File: src/rtl/rgb_breathe_sched_pkg.sv
// Shared types and constants for the RGB breathe step scheduler.
package rgb_breathe_sched_pkg;

  // Scheduler FSM states
  typedef enum logic [1:0] {
    ST_IDLE  = 2'd0,
    ST_RUN   = 2'd1,
    ST_PAUSE = 2'd2
  } state_e;

  // Dwell reset value, in clk cycles per step
  localparam int unsigned DEFAULT_DWELL = 65536000;

  // Pattern table: 4 entries of {blue,green,red}, 1 = channel held off
  typedef logic [3:0][2:0] tbl_t;

  // Entry 0 sits in the low bits: entries 0..3 = 011, 101, 110, 111
  localparam tbl_t TBL_DEFAULT = {3'b111, 3'b110, 3'b101, 3'b011};

  // All channels held in reset
  localparam logic [2:0] HOLD_ALL = 3'b111;

endpackage

File: src/rtl/sched_step_timer.sv
// Step timer: free-running count within a step, compared against the dwell
// value latched at the start of that step.
module sched_step_timer #(
  parameter int unsigned DWELL_W = 32
) (
  input  logic               clk,
  input  logic               reset_n,
  input  logic               clear_i,   // return to idle: count back to 0
  input  logic               load_i,    // start of a step: count 0, latch dwell
  input  logic               run_i,     // count this cycle
  input  logic [DWELL_W-1:0] dwell_i,
  output logic               at_end_o   // count is on the last cycle of the step
);

  logic [DWELL_W-1:0] count_q, count_d;
  logic [DWELL_W-1:0] dwell_cur_q, dwell_cur_d;

  // Last cycle of the step; dwell_cur is never 0 so the subtract cannot wrap
  assign at_end_o = (count_q == (dwell_cur_q - DWELL_W'(1)));

  // Next count / dwell latch; a dwell of 0 is stored as 1
  always_comb begin
    count_d     = count_q;
    dwell_cur_d = dwell_cur_q;
    if (clear_i) begin
      count_d = '0;
    end else if (load_i) begin
      count_d     = '0;
      dwell_cur_d = (dwell_i == '0) ? DWELL_W'(1) : dwell_i;
    end else if (run_i) begin
      count_d = count_q + DWELL_W'(1);
    end
  end

  // Timer registers
  always_ff @(posedge clk) begin
    if (!reset_n) begin
      count_q     <= '0;
      dwell_cur_q <= DWELL_W'(1);
    end else begin
      count_q     <= count_d;
      dwell_cur_q <= dwell_cur_d;
    end
  end

endmodule

File: src/rtl/rgb_breathe_sched.sv
// RGB breathe scheduler: steps through a 4-entry channel-hold pattern table,
// holding each entry for a programmable number of clk cycles.
//
// Control inputs are plain pulses/levels sampled on every rising edge; there
// is no valid/ready handshake. start and stop are single-cycle pulses (stop
// wins when both are high), pause is a level, and the write strobes act on the
// edge where they are high, with the new value used from the next step load.
module rgb_breathe_sched
  import rgb_breathe_sched_pkg::*;
#(
  parameter int unsigned DWELL_W       = 32,
  parameter int unsigned DEFAULT_DWELL = rgb_breathe_sched_pkg::DEFAULT_DWELL
) (
  input  logic               clk,
  input  logic               reset_n,
  input  logic               start,
  input  logic               stop,
  input  logic               pause,
  input  logic               loop_en,
  input  logic [1:0]         last_step,
  input  logic               tbl_we,
  input  logic [1:0]         tbl_addr,
  input  logic [2:0]         tbl_wdata,
  input  logic               dwell_we,
  input  logic [DWELL_W-1:0] dwell_wdata,
  output logic [2:0]         chan_hold,
  output logic [1:0]         step_idx,
  output logic               step_strobe,
  output logic               busy,
  output logic               done
);

  state_e             state_q, state_d;
  logic [1:0]         step_idx_q, step_idx_d;
  logic [2:0]         chan_hold_q, chan_hold_d;
  logic               step_strobe_q, step_strobe_d;
  logic               busy_q, busy_d;
  logic               done_q, done_d;
  tbl_t               tbl_q, tbl_d;
  logic [DWELL_W-1:0] dwell_q, dwell_d;

  logic               t_clear;
  logic               t_load;
  logic               t_run;
  logic               t_at_end;
  logic [1:0]         next_idx;

  assign next_idx = step_idx_q + 2'd1;

  sched_step_timer #(
    .DWELL_W (DWELL_W)
  ) u_timer (
    .clk      (clk),
    .reset_n  (reset_n),
    .clear_i  (t_clear),
    .load_i   (t_load),
    .run_i    (t_run),
    .dwell_i  (dwell_q),
    .at_end_o (t_at_end)
  );

  // Table and dwell register writes; step loads read the pre-write contents
  always_comb begin
    tbl_d   = tbl_q;
    dwell_d = dwell_q;
    if (tbl_we) begin
      tbl_d[tbl_addr] = tbl_wdata;
    end
    if (dwell_we) begin
      dwell_d = dwell_wdata;
    end
  end

  // FSM next state, next registered outputs and timer controls
  always_comb begin
    state_d       = state_q;
    step_idx_d    = step_idx_q;
    chan_hold_d   = chan_hold_q;
    step_strobe_d = 1'b0;
    done_d        = 1'b0;
    t_clear       = 1'b0;
    t_load        = 1'b0;
    t_run         = 1'b0;
    case (state_q)
      ST_IDLE: begin
        if (start && !stop) begin
          state_d     = ST_RUN;
          step_idx_d  = 2'd0;
          chan_hold_d = tbl_q[0];
          t_load      = 1'b1;
        end
      end
      ST_RUN: begin
        if (stop) begin
          state_d     = ST_IDLE;
          step_idx_d  = 2'd0;
          chan_hold_d = HOLD_ALL;
          t_clear     = 1'b1;
        end else if (pause) begin
          state_d = ST_PAUSE;
        end else begin
          t_run = 1'b1;
          if (t_at_end) begin
            if (step_idx_q < last_step) begin
              step_idx_d    = next_idx;
              chan_hold_d   = tbl_q[next_idx];
              step_strobe_d = 1'b1;
              t_load        = 1'b1;
            end else if (loop_en) begin
              step_idx_d    = 2'd0;
              chan_hold_d   = tbl_q[0];
              step_strobe_d = 1'b1;
              t_load        = 1'b1;
            end else begin
              state_d     = ST_IDLE;
              step_idx_d  = 2'd0;
              chan_hold_d = HOLD_ALL;
              done_d      = 1'b1;
              t_clear     = 1'b1;
            end
          end
        end
      end
      ST_PAUSE: begin
        if (stop) begin
          state_d     = ST_IDLE;
          step_idx_d  = 2'd0;
          chan_hold_d = HOLD_ALL;
          t_clear     = 1'b1;
        end else if (!pause) begin
          state_d = ST_RUN;
        end
      end
      default: begin
        state_d     = ST_IDLE;
        step_idx_d  = 2'd0;
        chan_hold_d = HOLD_ALL;
        t_clear     = 1'b1;
      end
    endcase
    busy_d = (state_d != ST_IDLE);
  end

  // State, table, dwell and output registers
  always_ff @(posedge clk) begin
    if (!reset_n) begin
      state_q       <= ST_IDLE;
      step_idx_q    <= 2'd0;
      chan_hold_q   <= HOLD_ALL;
      step_strobe_q <= 1'b0;
      busy_q        <= 1'b0;
      done_q        <= 1'b0;
      tbl_q         <= TBL_DEFAULT;
      dwell_q       <= DWELL_W'(DEFAULT_DWELL);
    end else begin
      state_q       <= state_d;
      step_idx_q    <= step_idx_d;
      chan_hold_q   <= chan_hold_d;
      step_strobe_q <= step_strobe_d;
      busy_q        <= busy_d;
      done_q        <= done_d;
      tbl_q         <= tbl_d;
      dwell_q       <= dwell_d;
    end
  end

  assign chan_hold   = chan_hold_q;
  assign step_idx    = step_idx_q;
  assign step_strobe = step_strobe_q;
  assign busy        = busy_q;
  assign done        = done_q;

endmodule

File: config.mk
export PLATFORM = sky130hd
export DESIGN_NAME = rgb_breathe_sched
export DESIGN_NICKNAME = d
export VERILOG_FILES = /design/src/rtl/rgb_breathe_sched_pkg.sv /design/src/rtl/sched_step_timer.sv /design/src/rtl/rgb_breathe_sched.sv
export SDC_FILE = /design/constraint.sdc
export NUM_CORES = 1
export LEC_CHECK = 0
export CORE_MARGIN = 2
export CORE_UTILIZATION = 55
export DETAILED_ROUTE_END_ITERATION = 16
export PLACE_DENSITY = 0.86
export RECOVER_POWER = 100
export SYNTH_ARGS = -nofsm -noshare
export SYNTH_HDL_FRONTEND = slang
export SYNTH_SLANG_ARGS = --single-unit
File: constraint.sdc
create_clock -name clk -period 5.19 [get_ports clk]
set_clock_uncertainty 0.2 [all_clocks]
set_input_delay 1.038 -clock clk [delete_from_list [all_inputs] [get_ports clk]]
set_output_delay 1.038 -clock clk [all_outputs]
set_load 0.05 [all_outputs]
==> results of run 1 <==
## power by group through the flow
| stage | Sequential, mW | Combinational [mW] | Clock, mW |
|---|---|---|---|
| after global routing | 0.976 | 0.337 | 1.12 |
| after global placement | 0.988 | 0.291 | 0 |
| after detailed placement | 0.990 | 0.302 | 0 |
| final | 0.972 | 0.310 | 1.07 |
| after CTS | 0.971 | 0.306 | 1.08 |
| after floorplan | 0.984 | 0.216 | 0 |
## sequential cells by signal, summed over array words and instances (netlist names)
signal / flops
dwell_q: 32
u_timer.count_q: 32
u_timer.dwell_cur_q: 32
tbl_q: 12
chan_hold: 3
state_q: 2
step_idx: 2
busy: 1
done: 1
step_strobe: 1
## layer usage
layer	global-route usage (%)	share of wire [%]	routed length [µm]
met4	12.3	3.3	500
met1	31.2	42	6390
met5	0	0	0
met2	42.3	48	7380
met3	4.32	6.3	956
## cells in the final DEF, fill, tap and decap left out, types with 4 or more instances in the layout
cell,synthesis,final
nor2b_1,33,33
nand2b_1,5,5
clkdlybuf4s50_1,0,43
nand4_1,12,13
a31oi_1,6,6
clkbuf_16,0,17
nor2_1,57,62
dfxtp_1,118,118
clkinvlp_4,0,5
inv_1,8,8
and3_1,12,12
nor3_1,13,13
o22ai_1,4,4
nor4_1,21,21
mux2i_1,79,79
o31ai_1,4,4
nand2_1,104,104
or4_1,10,10
xnor2_1,41,41
xor2_1,34,34
or3_1,7,7
o21ai_0,6,6
nor3b_1,6,6
nor4b_1,4,4
nand3_1,21,21
o211ai_1,10,10
dlygate4sd3_1,0,9
## cell families (layout without fill, tap and decap cells)
group / count (synthesis) / after routing / synth area share [%]
fa+ha+maj: 4 / 4 / 0.758
buf+inv: 51 / 99 / 3.57
flops: 118 / 118 / 37.6
simple gates: 330 / 330 / 27.1
mux: 83 / 83 / 13.9
xor+xnor: 75 / 75 / 10.5
compound gates: 55 / 55 / 6.60
## critical path, stage by stage (launching register included)
cell	delay (ns)
dfxtp_1	0.38
nor4_1	0.53
nand4_1	0.53
or3_1	0.52
and3_1	0.20
or3_1	0.37
a2111oi_0	0.63
a21oi_4	0.09
clkbuf_2	0.61
mux2i_1	0.37
## stage by stage
step	worst slack, ns	power [mW]	cells
after floorplan	1.51	1.20	716
after global placement	1.01	1.28	875
after detailed placement	0.961	1.29	875
after CTS	0.966	2.36	907
after global routing	0.441	2.43	907
final	0.661	2.36	907
## cell type report
| cell class | instances | area, µm² | share of cell area [%] |
|---|---|---|---|
| repair buffers | 59 | 561 | 7.61 |
| flip-flops and latches | 118 | 2360 | 32.1 |
| clock buffers | 17 | 425 | 5.78 |
| well taps | 143 | 179 | 2.43 |
| multi-input cells | 547 | 3680 | 50.0 |
| inverters | 8 | 30.0 | 0.408 |
| clock inverters | 15 | 123 | 1.67 |
## worst max path at each step
stage,end,slack [ns],depth (start not counted)
after floorplan,u_timer.count_q[20],1.51,13
after global placement,u_timer.dwell_cur_q[4],1.01,11
after detailed placement,u_timer.dwell_cur_q[18],0.96,11
after CTS,step_idx[0],0.97,9
after global routing,u_timer.dwell_cur_q[21],0.44,9
final,u_timer.dwell_cur_q[22],0.66,9
==> results.sh, run 1 <==
export IMPL_cts_clk_slew_worst_paths_ns=0.06
export IMPL_utilization_pct=65.3
export IMPL_cp_end_kind="flip-flop"
export IMPL_post_route_period_util_pct=87.3
export IMPL_outcome="finished with violations"
export IMPL_drive_above_1_share_pct=7.07
export IMPL_grt_overflow=0
export IMPL_regToRegSetupSlack_ns=0.66
export IMPL_synth_fp_nets=766
export IMPL_synth_top_area_share_pct=37.6
export IMPL_dp_hpwl_mm=10.7
export IMPL_cellLeakagePower_nw=2.94
export IMPL_ctsLongestPathBuffers=2
export IMPL_final_hold_viol_count=0
export IMPL_diodes=0
export IMPL_start_kind="flip-flop"
export IMPL_async_flop_share_pct=0
export IMPL_r2r_start="u_timer.dwell_cur_q[10]"
export IMPL_violations="max-capacitance violations, max-slew violations"
export IMPL_globalplace_congestion=0.940
export IMPL_synth_area_leaders="dfxtp_1, mux2i_1, nand2_1, xnor2_1, xor2_1"
export IMPL_syn_avg_cell_area_um2=8.77
export IMPL_synth_cells=716
export IMPL_dr_total_vias=5365
export IMPL_initial_core_util_pct=55.7
export IMPL_hold_buffers=0
export IMPL_p_sw_mw=0.658
export IMPL_portBuffers=54
export IMPL_routed_via_density=5.92
export IMPL_worstSkewPairLatency_ns=0.42
export IMPL_fin_hold_ws_ns=0.271
export IMPL_core_area_um2=11300
export IMPL_syn_to_final_growth_pct=17.3
export IMPL_grt_max_degree=65
export IMPL_crit_type="flip-flop to flip-flop"
export IMPL_wl_per_cell_um=16.8
export IMPL_htreeDepth=4
export IMPL_antenna_left=0
export IMPL_ys_types=60
export IMPL_synth_edf_count=0
export IMPL_tns_ns=0
export IMPL_yosysWarningCount=0
export IMPL_firstDrtPassIters=5
export IMPL_combPwrFrac_pct=13.2
export IMPL_final_area_um2=7360
export IMPL_hold_path_startpoint="tbl_q[11]"
export IMPL_yosys_area_top_type="dfxtp_1"
export IMPL_peakVddDrop_uv=236
export IMPL_whs_endpoint="tbl_q[11]"
export IMPL_grt_pass1_wl_mm=25.2
export IMPL_totalWireLength_mm=15.2
export IMPL_fmax_mhz=221
export IMPL_relSlewSlack_pct=-46.3
export IMPL_cts_tree="built"
export IMPL_worstRegToRegCells=9
export IMPL_fin_crit_ns=4.53
export IMPL_worst_slew_pin_slew_ns=2.19
export IMPL_slew_viol_final=86
export IMPL_rsz0062_at_grt="no"
export IMPL_p_int_mw=1.70
export IMPL_cts_setup_buffers=0
export IMPL_grt_total_usage_pct=25.1
export IMPL_arrival_ns=4.65
export IMPL_min_path_cells=2
export IMPL_ys_seq_elements=118
export IMPL_cts_resized=0
export IMPL_rr_endpoint="u_timer.dwell_cur_q[22]"
export IMPL_seqPwrFrac_pct=41.3
export IMPL_drtIter0Drc=466
export IMPL_netlist_top_cells_count="dfxtp_1, nand2_1, mux2i_1"
export IMPL_ys_seq_area_share_pct=37.6
export IMPL_cts_sinks=118
export IMPL_nets=801
export IMPL_worstPathMaxFanout=32
export IMPL_hold_path_class="flip-flop to flip-flop"
export IMPL_setup_viol=0
export IMPL_drc=0
export IMPL_ys_flop_type="dfxtp_1"
export IMPL_cts_buffers=17
export IMPL_cts_root_buf="clkbuf_16"
export IMPL_pwr_share_clk_pct=45.6
export IMPL_cp_data_required_time_ns=5.31
export IMPL_switching_share_pct=27.9
export IMPL_synth_cell_area_um2=6280
export IMPL_drv_cap=2
export IMPL_chipHeight_um=111
export IMPL_dpl_instance_area_um2=6840
export IMPL_die_area_um2=12300
export IMPL_die_w_um=111
export IMPL_powerDensity_nw_per_um2=320
export IMPL_critPathLaunch="u_timer.dwell_cur_q[10]"
export IMPL_n_fill_cell=828
export IMPL_antenna_found_initial=0
export IMPL_first_global_vias=5174
export IMPL_synth_most_common_cell="dfxtp_1"
export IMPL_core_rowCount=39
export IMPL_ios=55
(Power assumes the default switching activity.)
==> run 2: changes to the inputs <==
--- a/config.mk
+++ b/config.mk
@@ -7,6 +7,7 @@
 export LEC_CHECK = 0
 export CORE_MARGIN = 2
 export CORE_UTILIZATION = 55
+export CTS_BUF_LIST = sky130_fd_sc_hd__clkbuf_16
 export DETAILED_ROUTE_END_ITERATION = 16
 export PLACE_DENSITY = 0.86
 export RECOVER_POWER = 100
==> results of run 2 <==
Same layout as run 1: the final DEF is identical, and so are final timing and power.
